### src/rtl/harness_pkg.sv
// Shared harness definitions: capture-FSM state encoding and the signature rotate helper.
package harness_pkg;

  localparam int unsigned ROT_MAXW = 1024;

  typedef enum logic [1:0] {
    ST_IDLE = 2'd0,
    ST_RUN  = 2'd1,
    ST_DONE = 2'd2
  } harness_state_e;

  // Rotate left by one within the low w bits; callers zero-extend and truncate around it.
  function automatic logic [ROT_MAXW-1:0] rotl1(input logic [ROT_MAXW-1:0] x, input int unsigned w);
    logic [ROT_MAXW-1:0] mask_s;
    mask_s = (w >= ROT_MAXW) ? {ROT_MAXW{1'b1}} : ((ROT_MAXW'(1'b1) << w) - ROT_MAXW'(1'b1));
    return ((x << 1) | (x >> (w - 32'd1))) & mask_s;
  endfunction

endpackage

### src/rtl/harness_rr_arbiter_rr_pick.sv
// Round-robin pick: first valid index searching upward from ptr_i, wrapping at NREQ-1.
module rr_pick #(
  parameter int unsigned NREQ = 4,
  parameter int unsigned PW   = 2
) (
  input  logic [NREQ-1:0] valid_i,
  input  logic [PW-1:0]   ptr_i,
  output logic [NREQ-1:0] grant_o,
  output logic [PW-1:0]   idx_o,
  output logic            any_o
);

  logic [NREQ-1:0] grant_s;
  logic [PW-1:0]   idx_s;
  logic [PW-1:0]   pos_s;
  logic            found_s;
  logic            hit_s;

  // Scan priority order ptr, ptr+1, ... and keep only the first hit.
  always_comb begin
    grant_s = {NREQ{1'b0}};
    idx_s   = {PW{1'b0}};
    pos_s   = {PW{1'b0}};
    found_s = 1'b0;
    hit_s   = 1'b0;
    for (int unsigned k = 0; k < NREQ; k++) begin
      pos_s          = PW'((32'(ptr_i) + k) % NREQ);
      hit_s          = valid_i[pos_s] & ~found_s;
      grant_s[pos_s] = grant_s[pos_s] | hit_s;
      idx_s          = hit_s ? pos_s : idx_s;
      found_s        = found_s | hit_s;
    end
  end

  assign grant_o = grant_s;
  assign idx_o   = idx_s;
  assign any_o   = found_s;

endmodule

### src/rtl/harness_rr_arbiter.sv
// Round-robin capture harness: grants one requester per cycle and folds accepted
// beats into a rotate-XOR signature over a window of WINDOW beats.
module harness_rr_arbiter
  import harness_pkg::*;
#(
  parameter int unsigned NREQ   = 4,
  parameter int unsigned BITS   = 64,
  parameter int unsigned WINDOW = 256
) (
  input  logic                       fast_clk,
  input  logic                       rst_n,
  input  logic                       start,
  input  logic                       abort,
  input  logic [NREQ-1:0]            req_valid,
  input  logic [NREQ*BITS-1:0]       req_data,
  output logic [NREQ-1:0]            req_ready,
  output logic                       busy,
  output logic                       done,
  output logic [BITS-1:0]            sig_out,
  output logic [$clog2(WINDOW)-1:0]  beat_cnt
);

  localparam int unsigned PW = $clog2(NREQ);
  localparam int unsigned CW = $clog2(WINDOW);

  harness_state_e  state_q;
  logic [PW-1:0]   ptr_q, ptr_d;
  logic [CW-1:0]   cnt_q, cnt_d;
  logic [BITS-1:0] sig_q, sig_d;
  logic            busy_q, done_q;

  logic [NREQ-1:0] grant_s;
  logic [PW-1:0]   gidx_s;
  logic            any_s;
  logic [BITS-1:0] data_s;
  logic            beat_s;
  logic            last_s;

  rr_pick #(.NREQ(NREQ), .PW(PW)) u_pick (
    .valid_i (req_valid),
    .ptr_i   (ptr_q),
    .grant_o (grant_s),
    .idx_o   (gidx_s),
    .any_o   (any_s)
  );

  // Grants only in RUN; abort gates acceptance internally so it never reaches an output.
  assign req_ready = (state_q == ST_RUN) ? grant_s : {NREQ{1'b0}};

  // Next-value computation for an accepted beat.
  always_comb begin
    data_s = req_data[32'(gidx_s) * BITS +: BITS];
    beat_s = (state_q == ST_RUN) && any_s && !abort;
    last_s = beat_s && (cnt_q == CW'(WINDOW - 1));
    sig_d  = BITS'(rotl1(ROT_MAXW'(sig_q), BITS)) ^ data_s;
    ptr_d  = (gidx_s == PW'(NREQ - 1)) ? {PW{1'b0}} : gidx_s + PW'(1'b1);
    cnt_d  = last_s ? {CW{1'b0}} : cnt_q + CW'(1'b1);
  end

  // Capture FSM with registered busy/done flags.
  always_ff @(posedge fast_clk or negedge rst_n) begin
    if (!rst_n) begin
      state_q <= ST_IDLE;
      ptr_q   <= {PW{1'b0}};
      cnt_q   <= {CW{1'b0}};
      sig_q   <= {BITS{1'b0}};
      busy_q  <= 1'b0;
      done_q  <= 1'b0;
    end else begin
      case (state_q)
        ST_IDLE: begin
          if (start) begin
            state_q <= ST_RUN;
            busy_q  <= 1'b1;
            ptr_q   <= {PW{1'b0}};
            cnt_q   <= {CW{1'b0}};
            sig_q   <= {BITS{1'b0}};
          end
        end
        ST_RUN: begin
          if (abort) begin
            state_q <= ST_IDLE;
            busy_q  <= 1'b0;
          end else if (beat_s) begin
            sig_q <= sig_d;
            ptr_q <= ptr_d;
            cnt_q <= cnt_d;
            if (last_s) begin
              state_q <= ST_DONE;
              busy_q  <= 1'b0;
              done_q  <= 1'b1;
            end
          end
        end
        ST_DONE: begin
          if (abort) begin
            state_q <= ST_IDLE;
            done_q  <= 1'b0;
          end else if (start) begin
            state_q <= ST_RUN;
            busy_q  <= 1'b1;
            done_q  <= 1'b0;
            ptr_q   <= {PW{1'b0}};
            cnt_q   <= {CW{1'b0}};
            sig_q   <= {BITS{1'b0}};
          end
        end
        default: begin
          state_q <= ST_IDLE;
          busy_q  <= 1'b0;
          done_q  <= 1'b0;
        end
      endcase
    end
  end

  assign busy     = busy_q;
  assign done     = done_q;
  assign sig_out  = sig_q;
  assign beat_cnt = cnt_q;

endmodule

### config.mk
export PLATFORM = sky130hd
export DESIGN_NAME = harness_rr_arbiter
export DESIGN_NICKNAME = d
export VERILOG_FILES = /design/src/rtl/harness_pkg.sv /design/src/rtl/harness_rr_arbiter_rr_pick.sv /design/src/rtl/harness_rr_arbiter.sv
export SDC_FILE = /design/constraint.sdc
export NUM_CORES = 1
export LEC_CHECK = 0
export ABC_CLOCK_PERIOD_IN_PS = 5070
export BUFFER_PORTS_ARGS = -buffer_cell sky130_fd_sc_hd__buf_2
export CAP_MARGIN = 20
export CORE_UTILIZATION = 40
export CTS_CLUSTER_DIAMETER = 40
export DETAILED_ROUTE_END_ITERATION = 10
export PLACE_DENSITY = 0.82
export SETUP_SLACK_MARGIN = 0.5
export SLEW_MARGIN = 15
export SYNTH_ARGS = -nofsm -noshare
export SYNTH_HDL_FRONTEND = slang
export SYNTH_SLANG_ARGS = --single-unit
### constraint.sdc
create_clock -name fast_clk -period 5.07 [get_ports fast_clk]
set_input_delay 1.014 -clock fast_clk [delete_from_list [all_inputs] [get_ports fast_clk]]
set_output_delay 1.014 -clock fast_clk [all_outputs]
set_load 0.03 [all_outputs]
## Yosys cells after proc, flatten, opt, wreduce, memory -nomap -nowiden

Index checks and enable logic that the tools add are counted.

| word-level totals | value |
|---|---|
| register bits after elaboration | 78 |
| output and inout bits | 78 |
| bits of input ports | 264 |
| logic and storage cells | 129 |

| cells by class | value |
|---|---|
| shifts and indexed selects | 1 |
| add/subtract/negate cells | 5 |
| mux-type cells | 67 |
| reductions and logical operators | 14 |
| bitwise operators | 17 |
| equal/unequal tests | 11 |
| $lt $le $gt $ge | 8 |

Operators by type and width:

| kind | count |
|---|---|
| 64-bit two-way mux | 4 |
| 256-bit by 9-bit indexed part select with 64-bit output | 1 |
| 64-bit case mux with 3 select lines | 1 |
| 64-bit by 1-bit bitwise OR with 64-bit output | 1 |
| 64-bit XOR | 1 |
| 8-bit two-way mux | 5 |
| 2-bit two-way mux | 14 |
| 8-bit case mux with 3 select lines | 1 |
| 1-bit two-way mux | 22 |
| 1-bit binary-select mux with 2-bit select | 8 |
| 4-bit bitwise mux | 3 |
| 2-bit by 3-bit < comparator with 1-bit output (second input constant) | 4 |
| 2-bit case mux with 3 select lines | 2 |
| 3-bit != test (second input constant) | 3 |
| 8-bit by 1-bit adder with 8-bit output (second input constant) | 1 |
| 1-bit demux with 2-bit select | 4 |
| 8-bit == test (second input constant) | 1 |
| 2-bit by 1-bit >= comparator with 1-bit output (second input constant) | 4 |
| 2-bit != test (second input constant) | 4 |
| 1-bit logical AND | 7 |
| 1-bit bitwise OR | 7 |
| 1-bit case mux with 3 select lines | 2 |
| 5-bit AND reduction | 1 |
| 2-bit by 1-bit adder with 2-bit output (second input constant) | 2 |
| 13 further kinds | 20 |

## Logic depth before layout (Yosys ltp)

Gate-level depths: netlist (run 1).

| depth | value |
|---|---|
| depth after elaboration | 18 |
| gate-level depth with buffers | 14 |
| gate-level depth less buffers | 9 |

## By module

A second synthesis (run 1) with hierarchy kept.

| second synthesis, totals | value |
|---|---|
| cells, all modules | 450 |
| area total of the unflattened synthesis | 5749.3 um^2 |

By module, submodules not included:

| module | area an instance (um^2) | instances | cells an instance |
|---|---|---|---|
| harness_rr_arbiter | 5072.4 | 1 | 364 |
| rr_pick | 676.9 | 1 | 86 |

## Worst setup path after synthesis (run 1)

OpenSTA, ideal clock, no wires.

| timing | value |
|---|---|
| kind | input port to output port |
| from | in req_valid[3] |
| to | out req_ready[0] |
| slack | 0.645 ns |
| data arrival time | 3.411 ns |
| stages on the path | 8 |
| required time | 4.056 ns |
| cells stage by stage | mux4_2 -> buf_6 -> mux2_2 -> a22oi_1 -> a211oi_1 -> and3_1 -> o22ai_1 -> a311oi_1 |

| between the ends | value |
|---|---|
| cells in the longest elaborated chain, start to end | 17 |
| elaborated cells between the ends (all ways) | 31 |

Ends and longest elaborated chain:

| what | RTL line | source |
|---|---|---|
| start: declaration | harness_rr_arbiter.sv:14 | `input logic [NREQ-1:0] req_valid,` |
| 1-bit binary-select mux with 2-bit select | harness_rr_arbiter_rr_pick.sv:28 | `hit_s = valid_i[pos_s] & ~found_s;` |
| 1-bit two-way mux (implied by the code) | harness_rr_arbiter_rr_pick.sv:28 |  |
| 1-bit bitwise OR | harness_rr_arbiter_rr_pick.sv:29 | `grant_s[pos_s] = grant_s[pos_s] \| hit_s;` |
| 4-bit bitwise AND (no source line) | - |  |
| 1-bit binary-select mux with 2-bit select | harness_rr_arbiter_rr_pick.sv:29 |  |
| 1-bit two-way mux (implied by the code) | harness_rr_arbiter_rr_pick.sv:29 |  |
| 1-bit bitwise OR | harness_rr_arbiter_rr_pick.sv:29 |  |
| 4-bit bitwise mux | harness_rr_arbiter_rr_pick.sv:29 |  |
| 1-bit binary-select mux with 2-bit select | harness_rr_arbiter_rr_pick.sv:29 |  |
| 1-bit two-way mux (implied by the code) | harness_rr_arbiter_rr_pick.sv:29 |  |
| 1-bit bitwise OR | harness_rr_arbiter_rr_pick.sv:29 |  |
| 4-bit bitwise mux | harness_rr_arbiter_rr_pick.sv:29 |  |
| 1-bit binary-select mux with 2-bit select | harness_rr_arbiter_rr_pick.sv:29 |  |
| 1-bit two-way mux (implied by the code) | harness_rr_arbiter_rr_pick.sv:29 |  |
| 1-bit bitwise OR | harness_rr_arbiter_rr_pick.sv:29 |  |
| 4-bit bitwise mux (*) | harness_rr_arbiter_rr_pick.sv:29 |  |
| 4-bit two-way mux (*) | harness_rr_arbiter.sv:48 | `assign req_ready = (state_q == ST_RUN) ? grant_s : {NREQ{1'b0}};` |
| end: declaration | harness_rr_arbiter.sv:16 | `output logic [NREQ-1:0] req_ready,` |

Mark *: on every way between the ends. The rest lies on a longest branch, timed or not. The select of a mux whose other input is x is not followed.

## Worst setup path in the final report (run 1)

| timing | value |
|---|---|
| from | in req_valid[3] |
| to | out req_ready[3] |

Same word-level chain as after synthesis.

==> results of run 1 <==
==> per-layer routing <==
layer | vias up | global-route usage, %
li1 | 3241 | -
met1 | 3113 | 25.6
met5 | - | 0
met2 | 273 | 38.3
met4 | 0 | 8.84
met3 | 45 | 2.95
==> cell usage after synthesis, types with 3 or more instances <==
master	count	area [um2]
mux2i_1	193	1930
nand2_1	79	297
dfrtp_1	78	1950
xnor2_1	69	604
a221o_1	64	641
nand2b_1	61	382
nor2_1	28	105
clkbuf_1	19	71.3
buf_2	18	90.1
nor2b_1	8	50.1
nand3_1	7	35.0
a211oi_1	6	45.0
a21oi_1	6	30.0
a311oi_1	5	43.8
buf_1	5	18.8
buf_8	5	75.1
ha_1	5	62.6
o21ai_0	5	25.0
inv_1	4	15.0
or2b_1	4	30.0
a221oi_1	3	26.3
and3_1	3	18.8
buf_6	3	33.8
mux4_2	3	67.6
o22ai_1	3	18.8
==> state kept, by name, indices dropped and copies added (netlist names) <==
| signal | flops |
|---|---|
| done | 1 |
| beat_cnt | 8 |
| busy | 1 |
| ptr_q | 2 |
| sig_out | 64 |
| state_q | 2 |
==> logic make-up (layout without fill, tap and decap cells) <==
| family | Yosys count | after routing | share of synthesized area, % |
|---|---|---|---|
| XOR/XNOR | 71 | 71 | 8.92 |
| flip-flops | 78 | 78 | 28.0 |
| multiplexers | 199 | 199 | 29.6 |
| adder cells (fa/ha/maj) | 5 | 5 | 0.898 |
| AO/OA/AOI/OAI | 105 | 105 | 13.4 |
| buffers and inverters | 56 | 369 | 4.76 |
| AND/OR/NAND/NOR | 201 | 201 | 14.4 |
==> where the power goes <==
group / switching (mW) / leakage (nW) / internal [mW]
Clock: 0.261 / 0.175 / 0.539
Combinational: 1.97 / 3.36 / 1.67
Sequential: 0.280 / 1.02 / 0.827
Total: 2.51 / 4.55 / 3.04
==> per-stage QoR <==
step	cells	instance area, um2
2_1_floorplan	715	6970
3_3_place_gp	1232	8780
3_5_place_dp	1232	8780
4_1_cts	1246	9150
5_1_grt	1248	9190
6_report	1248	9190
==> worst min-delay path by stage <==
stage                                 from                    to  slack (ns)  cells after the start
finish                    done$_DFFE_PN0P_      done$_DFFE_PN0P_        0.55                      2
global placement          done$_DFFE_PN0P_      done$_DFFE_PN0P_        0.51                      2
detailed placement        done$_DFFE_PN0P_      done$_DFFE_PN0P_        0.54                      2
floorplan           state_q[1]$_DFFE_PN0P_      done$_DFFE_PN0P_        0.50                      1
CTS                       done$_DFFE_PN0P_      done$_DFFE_PN0P_        0.56                      2
global route          ptr_q[1]$_DFFE_PN0P_  ptr_q[1]$_DFFE_PN0P_        0.58                      2
==> cell type report <==
type	count	area [um2]
sequential	78	1950
timing repair buffer	351	1830
fill	1505	7620
inverter	4	15.0
multi-input combinational	581	4760
clock inverter	4	120
tap	220	275
clock buffer	10	239
==> cell usage in the layout, fill, tap and decap left out, types with 5 or more instances in the layout <==
cell	n
nand2_1	79
o21ai_0	5
a21oi_1	6
nor2b_1	8
a311oi_1	5
a221o_1	64
xnor2_1	69
buf_2	340
clkbuf_16	9
buf_4	7
nand3_1	7
nor2_1	27
dfrtp_1	77
mux2i_1	193
nand2b_1	61
==> worst register-to-register path, stage by stage, from the launching register on <==
cell     delay [ns]
dfrtp_1        0.36
buf_4          0.27
mux4_1         0.68
nor2b_1        0.18
o21ai_0        0.31
o311a_4        0.84
buf_4          0.50
nand2_1        0.08
mux2i_1        0.16
a221o_1        0.13
==> what timing repair did <==
item,CTS,global route
setup buffers,0,1
resized for setup,3,5
pin swaps,0,0
setup endpoints to repair,4,4
==> summary.md, run 1 <==
The count of maximum capacitance violations was 0; the number of slew-limit violations in the final report was 0. Cells fill 54.7% of the core in the end. The clock transition at the registers of the reported paths is 0.06 ns.

For this run, the slowest stage of the critical path takes 0.61 ns. The area growth from synthesis to layout was 31.9%. The highest routing layer actually used was met4. The tools report the clock skew as 0.00908 ns. Ratio of final minimum period to clock period: 88.0%.

STA classifies the critical path startpoint as a primary input. After detailed routing, the number of remaining DRC violations is 0. The slowest stage of the critical path belongs to the cell mux4_2. The clock network latency to the later pin of the worst-skew pair was 0.34 ns; the number of buffers added to fix hold violations after cts was 0. TritonCTS built the clock tree. The run gives 0.610 ns as the final worst setup slack. For the first-pass iteration count of the detailed router, the log shows 5.

Power comes to 5.54 mW. The mapped netlist covers 6970 um2. Among all flip-flop cells after synthesis, the most frequent one is dfrtp_1.

The count of nets left with antenna violations after detail routing is 0, and the average cell area after synthesis is 9.75 um2. CTS built an H-tree with a depth of 3. Power spread over the standard cell area amounts to 603 nW/um2. For the pre-CTS setup slack, the log shows 0.549 ns. The tools report the terminus of the critical flop-to-flop path as sig_out[57]$_DFFE_PN0P_. Data required time of the critical path: 4.06 ns. The critical path goes through buf_2, mux4_2, mux2_2, a2111oi_1, a211oi_2, and3_1, o22ai_2, a311oi_1, buf_2. The run gives 18000 um2 as the area of the die. The average wire length per cell after detail routing was 16.0 um. The peak fanout along the critical path works out to 10. In the final layout, the share of cells above drive strength 1 is 37.2%.

The run gives 15000 um as the placed wire-length estimate. The root buffer cell chosen for the clock tree is clkbuf_16. In this run the worst hold path is classified as reg2reg. For this run, the post-layout net count is 1294. The worst pin sits at a relative slew slack of 36.7%. In the routed layout, each cell is associated on average with a via count of 5.35. The largest net degree at the start of global routing is 93, and the critical path data arrival time is 3.45 ns. The number of flip-flops and latches in the synthesized netlist came out at 78. Setup repair after global routing left no endpoint under its margin. The reg2reg setup slack was 1.49 ns.

On the final layout, the worst hold slack is 0.548 ns. The total I/O pin count was 342; the global placement routability congestion was 0.890. Among cell families on the critical path, the largest total delay comes from multiplexers. The worst setup path is captured at an output port. For the met1 routed wirelength after detailed routing, the log shows 8210 um.

The critical path crosses 9 cells after its start point. The number of synthesized flops with an enable pin works out to 0. The measured slew at the worst slew-check pin was 0.950 ns; the number of placement rows was 47. In this run the critical register-to-register path is launched from ptr_q[0]$_DFFE_PN0P_. Post-synth net total: 984.

The clock net in this run drives a total of 78 sinks. The cell count after synthesis came out at 715. The initial utilization of the core area, before any placement, comes to 41.4%. The flow ran to the end, and the final reports show no timing, DRC or antenna violations. The cell that appears most often on the critical path is buf_2. The length of routed met2 wiring is 10100 um.

The number of buffers created by CTS came out at 9. The maximum clock frequency is 0.224 GHz, and the via count of the first global-routing pass is 6269. After floorplanning, the core was sized to cover 16800 um2.

For this block, the via count after detailed routing is 6672. The overall die width came out at 134 um. The worst path needs 4.46 ns of the cycle, external delays included. The clock passes through at most 2 buffers. The run gives 19900 um as the routed wire length. The setup path with the least slack is of type in2out. The run gives 30500 um as the first-pass GRT wire length. The Yosys step of the flow raised 0 warnings. The worst path buffer plus inverter count is 2. The startpoint of the worst setup timing path was req_valid[3]. Number of antenna violations at the first check in global routing: 0. The floorplan step set the die height to 134 um. For this design the static power due to leakage is 4.55 nW.

After detailed routing, the met3 layer carries 1010 um of wire. The distinct cell type count of the synthesized netlist is 51. The run gives 21.4% as the all-layer global routing usage. The total overflow left after global routing is 0. Setup violations remaining at the end of the flow were counted as 0. The number of endpoints with negative hold slack in the final report is 0, and the proportion of synthesized flip-flops having asynchronous set or reset is 100%.

For this run, the register share of the synthesized area comes to 28.0%. The repair_antennas step left the layout with diodes totalling 0. Adding up every negative setup slack in the final design gives 0 ns.

The worst reg-to-reg path cell count was 9. After the first detailed-routing iteration, the DRC count stood at 423. The quantity of I/O buffers inserted on ports came out at 341. The termination of the worst setup path is req_ready[3]. IR analysis of the VDD net gives a maximum drop of 0.326 mV.
No activity file was read; power rests on OpenSTA's default activity.
==> inputs of run 2 (changes only) <==
ABC_CLOCK_PERIOD_IN_PS = 3630   (was 5070)
PLACE_DENSITY = 0.85   (was 0.82)
clock period = 3.63 ns   (was 5.07 ns; I/O delays follow)
==> run 2 against run 1 <==
The flow now finishes with violations (setup timing). Global-route usage is 7.4 points higher. Sequential share of layout area is 4.3 points lower. Final cell count is 6.0% higher. Register-to-register slack worse by 1.4 ns. Sequential power is 44% higher. Highest routed layer is now met5. Non-clock buffer count is 70 higher. Largest power group unchanged.
==> summary.md, run 2 (same netlist as run 1, synthesis figures left out) <==
The count of nets left with antenna violations after detail routing is 0 (unchanged), and the routed wire length is 29300 um (was 19900 um). The clock transition at the registers of the reported paths is 0.06 ns (about the same), and the post-route non-filler standard cell count is 1323 (was 1248). For the largest net degree at the start of global routing, the log shows 79 (was 93). The number of vias per cell was 5.87 (was 5.35); the peak fanout along the critical path was 6 (was 10). The peak supply drop is 0.752 mV (was 0.326 mV), and the via count of the routed design is 7771 (was 6672).

Number of placement rows: 47 (unchanged). The leakage dissipation was 5.12 nW (was 4.55 nW). The tools report the power share of the combinational group as 77.2% (was 65.6%). Root buffer cell: clkbuf_16 (unchanged). The ratio of final minimum period to clock period is 109%, and the quantity of I/O buffers inserted on ports is 341 (unchanged). The final worst setup slack is -0.316 ns (was 0.610 ns), and the maximum buffer depth of the clock tree is 2 (unchanged). The switching power as a share of total power was 42.6% (was 45.2%). For the reg2reg setup slack, the log shows 0.08 ns (was 1.49 ns).

The core box area was 16800 um2 (unchanged); the total setup violations reported at the end of the flow was 4 (was 0). The share of total power in sequential cells came out at 13.5% (was 20.0%). Number of slew-limit violations in the final report: 0 (unchanged).

The tools report the detailed router's first-iteration violation count as 566 (was 423). The average wire length per cell after detail routing is 22.1 um (was 16.0 um). The area growth from synthesis to layout is 65.6% (was 31.9%). The shortest clock period the worst path allows after layout is 3.95 ns, and the number of nets in the final layout is 1365 (was 1294). The run gives 342 (unchanged) as the total I/O pin count. The post-detailed-placement cell area came out at 9150 um2 (was 8780 um2). Number of buffers created by CTS: 9 (unchanged).

The checks that failed: setup timing. The clock network latency to the later pin of the worst-skew pair was 0.34 ns (about the same). The tools report the clock skew as 0.00861 ns (was 0.00908 ns). The logs give 9.2% (was 14.4%) for the clock network fraction of design power and 0.903 (was 0.890) for the global placement routability congestion. Most frequent cell on the critical path: buf_4 (was buf_2).

The path category of the worst min-delay check was in2async (was reg2reg). The tools report the critical path launch point type as a register (was a primary input). The instance count after placement with tap cells included came out at 1256 (was 1232).

Placed wire-length estimate: 16600 um (was 15000 um). TritonCTS built the clock tree. The pre-CTS setup slack was -0.0597 ns (was 0.549 ns). The share of cells above drive strength 1 is 54.8% (was 37.2%). Via count of the first global-routing pass: 7540 (was 6269).

The critical path data arrival time is 3.22 ns (was 3.45 ns). Top library cells by usage in the layout, fill and taps aside: buf_2 (336), mux2i_1 (84), dfrtp_1 (78) (was buf_2 (340), mux2i_1 (193), nand2_1 (79)). The number of antenna violations at the first check in global routing is 2 (was 0), and the area of the die is 18000 um2 (unchanged). The logs give 0 (unchanged) for the total DRC errors in the routed layout and 78 (unchanged) for the clock net sink count.

The count of maximum capacitance violations was 0 (unchanged). Series of cell instances along the critical path: clkinvlp_4, ha_4, mux4_2, mux2_4, a2111oi_4, a211oi_2, buf_4, o22ai_4, buf_4, a311oi_4, buf_6 (was buf_2, mux4_2, mux2_2, a2111oi_1, a211oi_2, and3_1, o22ai_2, a311oi_1, buf_2). For the first-pass iteration count of the detailed router, the log shows 5 (unchanged). For the maximum clock frequency, the log shows 0.253 GHz. Setup repair after global routing could not meet its margin everywhere. The design internal power came out at 6.79 mW (was 3.04 mW). The initial cell density of the core was 41.4% (unchanged).

The run gives 11500 um2 (was 9190 um2) as the post-route cell area. The run gives 0 (unchanged) as the number of endpoints with negative hold slack in the final report. The commonest non-fill, non-tap cell in the layout was buf_2 (unchanged). The number of flip-flops under the largest register name works out to 64 (unchanged). The master of the slowest instance on the critical path is mux4_2 (unchanged). The first-pass GRT wire length is 39600 um (was 30500 um). The tools report the worst slew slack as a fraction of its limit as 42.7% (was 36.7%). For the data required time of the critical path, the log shows 2.90 ns (was 4.06 ns).

The number of buffers added to fix hold violations after cts came out at 0 (unchanged). Category of the critical setup timing path: reg2out (was in2out). The tools report the all-layer global routing usage as 28.7% (was 21.4%). The measured slew at the worst slew-check pin was 0.859 ns (was 0.950 ns).

The ratio of total power to cell area was 1020 nW/um2 (was 603 nW/um2); the overall overflow remaining after global route was 0 (unchanged). The tools report the total number of H-tree levels as 3 (unchanged). The sort of element at the end of the critical path was an output port (unchanged). The net switching power figure came out at 5.04 mW (was 2.51 mW). The biggest cell delay along the critical path came out at 0.52 ns (was 0.61 ns). The run finished, with violations left.

The overall die width was 134 um (unchanged); the utilization of the core after routing was 68.6% (was 54.7%). The vertical extent of the die came out at 134 um (unchanged).
==> run 2: cell count changes in the layout (fill, tap and decap cells not counted), sizes merged <==
cell / change
buf: +66
bufinv: -1
clkinvlp: +3
clkbuf: +5
nor2: +1
inv: -1
diode: +2
==> run 2: worst paths after layout <==
path,start,endpoint,depth (start not counted)
max,ptr_q[0]$_DFFE_PN0P_,req_ready[3],11
min,rst_n,sig_out[29]$_DFFE_PN0P_,1
max reg2reg,ptr_q[0]$_DFFE_PN0P_,sig_out[55]$_DFFE_PN0P_,12
min reg2reg,state_q[1]$_DFFE_PN0P_,busy$_DFFE_PN0P_,1
max in group asynchronous,rst_n,state_q[0]$_DFFE_PN0P_,2
min in group fast_clk,state_q[1]$_DFFE_PN0P_,busy$_DFFE_PN0P_,1
==> run 2: routing by layer <==
metal | routed length, um | share of wire, % | global-route usage, % | vias to the layer above
met2 | 15100 | 52 | 50.5 | 522
met3 | 2120 | 7.3 | 6.31 | 133
li1 | - | - | - | 3407
met4 | 1770 | 6.0 | 17.4 | 2
met1 | 10200 | 35 | 31.6 | 3707
met5 | 18 | 0.061 | 0 | -
==> run 2: critical path, delay by kind of cell, from the launching register on <==
kind                     cells  cell delay [ns]
multiplexers                 2             0.86
AO/OA/AOI/OAI                4             0.69
buffers and inverters        4             0.63
flip-flops                   1             0.40
adder cells (fa/ha/maj)      1             0.31
==> run 2: cell type report <==
cell class / count / area [um2]
repair buffers: 421 / 2910
multi-input cells: 582 / 6030
clock inverters: 5 / 105
fillers: 1070 / 5280
diodes: 2 / 5.00
inverters: 4 / 18.8
well taps: 220 / 275
flip-flops and latches: 78 / 1950
clock buffers: 11 / 253
==> run 2: timing repair <==
action / 4_1_cts / 5_1_grt
setup buffers: 28 / 6
setup endpoints to repair: 68 / 69
cloned: 10 / 4
resized for setup: 153 / 119
pin swaps: 4 / 45
==> run 2: power by group through the flow <==
stage          logic [mW]  clock network, mW  registers [mW]
4_1_cts              7.80               1.10            1.55
3_5_place_dp         5.54                  0            1.56
3_3_place_gp         5.40                  0            1.54
6_report             9.14               1.09            1.60
5_1_grt              9.50               1.14            1.64
2_1_floorplan        3.80                  0            1.99
==> run 2: through the flow <==
| step | TNS, ns | hold WS (ns) | power (mW) |
|---|---|---|---|
| global placement | 0 | 0.519 | 6.95 |
| detailed placement | -0.214 | 0.538 | 7.10 |
| finish | -1.23 | 0.328 | 11.8 |
| floorplan | -0.307 | 0.430 | 5.79 |
| CTS | -1.18 | 0.544 | 10.5 |
| global route | -1.68 | 0.355 | 12.3 |
==> inputs of run 3 (changes only) <==
CELL_PAD_IN_SITES_DETAIL_PLACEMENT = 1   (was unset)
CELL_PAD_IN_SITES_GLOBAL_PLACEMENT = 2   (was unset)
CORE_UTILIZATION = 24   (was 40)
PLACE_DENSITY = 0.88   (was 0.85)
==> run 3 against run 2 <==
The run still ends with setup timing left. Largest power group unchanged. Sequential power is essentially flat. Critical path depth is the same. Flip-flop and latch count is the same. Utilization shrank 28 points. Hold slack gained 0.11 ns. Final cell count grew 12%. Critical endpoint is now req_ready[2]. Register-to-register slack gained 0.05 ns. Highest routed layer is now met4. Worst setup slack gained 0.071 ns.
==> summary.md, run 3 (same netlist as run 1, synthesis figures left out) <==
The category of the critical setup timing path is reg2out (unchanged). Number of antenna violations at the first check in global routing: 1 (was 2). The number of endpoints with negative hold slack in the final report was 0 (unchanged).

The path category of the worst min-delay check was in2async (unchanged). Top library cells by usage in the layout, fill and taps aside: buf_2 (336), mux2i_1 (99), nand2_1 (79) (was buf_2 (336), mux2i_1 (84), dfrtp_1 (78)). The measured slew at the worst slew-check pin came out at 0.762 ns (was 0.859 ns). The run gives 7036 (was 7540) as the via count of the first global-routing pass. The ratio of final minimum period to clock period works out to 107% (was 109%). Maximum buffer depth of the clock tree: 2 (unchanged). The logs give 2.90 ns (about the same) for the data required time of the critical path and 29000 um (was 29300 um) for the routed wire length.

Sort of element at the end of the critical path: an output port (unchanged). The peak supply drop was 0.444 mV (was 0.752 mV); the number of buffers created by CTS was 9 (unchanged). For the critical path data arrival time, the log shows 3.15 ns (was 3.22 ns). TritonCTS built the clock tree. For the worst slew slack as a fraction of its limit, the log shows 49.2% (was 42.7%). The number of placement rows is 62 (was 47), and the leakage dissipation is 5.13 nW (was 5.12 nW). The final worst setup slack is -0.246 ns (was -0.316 ns), and the worst reg-to-reg path cell count is 16 (was 12).

The logs give 0 (unchanged) for the number of buffers added to fix hold violations after cts and 16.6% (was 28.7%) for the all-layer global routing usage. The logs give 0 (unchanged) for the count of maximum capacitance violations and 0.00941 ns (was 0.00861 ns) for the clock skew. The share of cells above drive strength 1 is 51.9% (was 54.8%), and the number of nets in the final layout is 1369 (was 1365). The logs give 4 (was 5) for the first-pass iteration count of the detailed router and 342 (unchanged) for the total I/O pin count. Overall overflow remaining after global route: 0 (unchanged).

The total negative setup slack was -0.963 ns (was -1.23 ns); the number of vias per cell was 4.88 (was 5.87). The via count of the routed design was 7262 (was 7771). The tools report the reg2reg setup slack as 0.13 ns (was 0.08 ns).

The utilization of the core after routing was 40.7% (was 68.6%). The overall die width came out at 172 um (was 134 um). The tools report the area of the die as 29700 um2 (was 18000 um2). The clock network latency to the later pin of the worst-skew pair came out at 0.34 ns (about the same).

Pre-CTS setup slack: -0.101 ns (was -0.0597 ns). The fill cell instance count of the final layout came out at 3235 (was 1070). The count of nets left with antenna violations after detail routing is 0 (unchanged). The run gives 38100 um (was 39600 um) as the first-pass GRT wire length.

For the area used by multi-input combinational logic, the log shows 5880 um2 (was 6030 um2). The shortest clock period the worst path allows after layout works out to 3.88 ns (was 3.95 ns). The placed wire-length estimate is 18800 um (was 16600 um), and the ratio of total power to cell area is 993 nW/um2 (was 1020 nW/um2). The post-route total power came out at 11.6 mW (was 11.8 mW). The storage element area was 1950 um2 (about the same). The total DRC errors in the routed layout is 0 (unchanged). Commonest non-fill, non-tap cell in the layout: buf_2 (unchanged). The total number of H-tree levels is 3 (unchanged), and the core box area is 28600 um2 (was 16800 um2).

Setup repair after global routing could not meet its margin everywhere. The tools report the global placement routability congestion as 0.829 (was 0.903). The tools report the root buffer cell as clkbuf_16 (unchanged).

The maximum clock frequency is 0.258 GHz (was 0.253 GHz), and the number of flip-flops under the largest register name is 64 (unchanged). Critical path launch point type: a register (unchanged). The area growth from synthesis to layout is 67.1% (was 65.6%). The vertical extent of the die is 172 um (was 134 um). The run gives 78 (was 79) as the largest net degree at the start of global routing.

The clock transition at the registers of the reported paths was 0.07 ns (was 0.06 ns). The initial cell density of the core was 24.3% (was 41.4%); the clock net sink count was 78 (unchanged). The peak fanout along the critical path is 6 (unchanged). Violated checks: setup timing (unchanged).

The total setup violations reported at the end of the flow was 4 (unchanged); the average wire length per cell after detail routing was 19.5 um (was 22.1 um). The flow ran to the end, but the final reports show violations. The tools report the detailed router's first-iteration violation count as 211 (was 566). The quantity of I/O buffers inserted on ports is 341 (unchanged), and the number of slew-limit violations in the final report is 0 (unchanged).
-- run 3: cell count changes in the layout (fill, tap and decap cells not counted), moves of 7 or more --
cell	change
mux2i_1	+15
buf_16	-7
buf_12	+8
mux2i_2	-15
-- run 3: area by class of cell --
class | instances | share of cell area (%)
multi-input combinational | 581 | 50.5
timing repair buffer | 426 | 25.6
sequential | 78 | 16.8
tap | 384 | 4.13
clock buffer | 10 | 1.97
clock inverter | 4 | 0.838
inverter | 4 | 0.161
antenna | 1 | 0.0215
-- run 3: layer usage --
layer	track usage, %	up-vias	wire length, um
met5	0	-	0
met3	2.36	26	1290
li1	-	3398	-
met1	20.2	3597	11700
met2	30.5	241	15600
met4	3.92	0	405
-- run 3: final timing paths --
kind / from / end
hold / removal: rst_n / sig_out[54]$_DFFE_PN0P_
max in group asynchronous: rst_n / ptr_q[0]$_DFFE_PN0P_
setup reg to reg: ptr_q[0]$_DFFE_PN0P_ / sig_out[46]$_DFFE_PN0P_
setup / recovery: ptr_q[0]$_DFFE_PN0P_ / req_ready[2]
hold reg to reg: state_q[1]$_DFFE_PN0P_ / busy$_DFFE_PN0P_
min in group fast_clk: state_q[1]$_DFFE_PN0P_ / busy$_DFFE_PN0P_
-- run 3: critical path, stage by stage, from the launching register on --
cell and delay (ns):
dfrtp_2 0.41, clkinvlp_4 0.12, ha_4 0.30, mux4_2 0.52
mux2_4 0.34, a2111oi_4 0.31, a211oi_2 0.08, buf_4 0.15
o22ai_4 0.16, buf_12 0.15, a311oi_4 0.10, buf_6 0.17
-- run 3: power breakdown --
part	internal [mW]	leakage [nW]	total [mW]	switching, mW
sequential	1.15	1.02	1.57	0.419
combinational	4.88	3.95	8.94	4.06
clock	0.666	0.155	1.05	0.381
total	6.70	5.13	11.6	4.86
-- run 3: metrics by stage --
step | std cells | hold WS (ns) | area (um2)
after floorplan | 715 | 0.430 | 7150
after global placement | 1433 | 0.518 | 9440
after detailed placement | 1433 | 0.546 | 9440
after CTS | 1461 | 0.556 | 10000
after global routing | 1487 | 0.494 | 11600
final | 1488 | 0.438 | 11600
-- run 3: what timing repair did --
action,4_1_cts,5_1_grt
endpoints found under the setup margin,70,76
buffers inserted,10,16
cloned,4,10
gates resized for setup,15,226
pin swaps,6,61
hold endpoints to repair,0,0
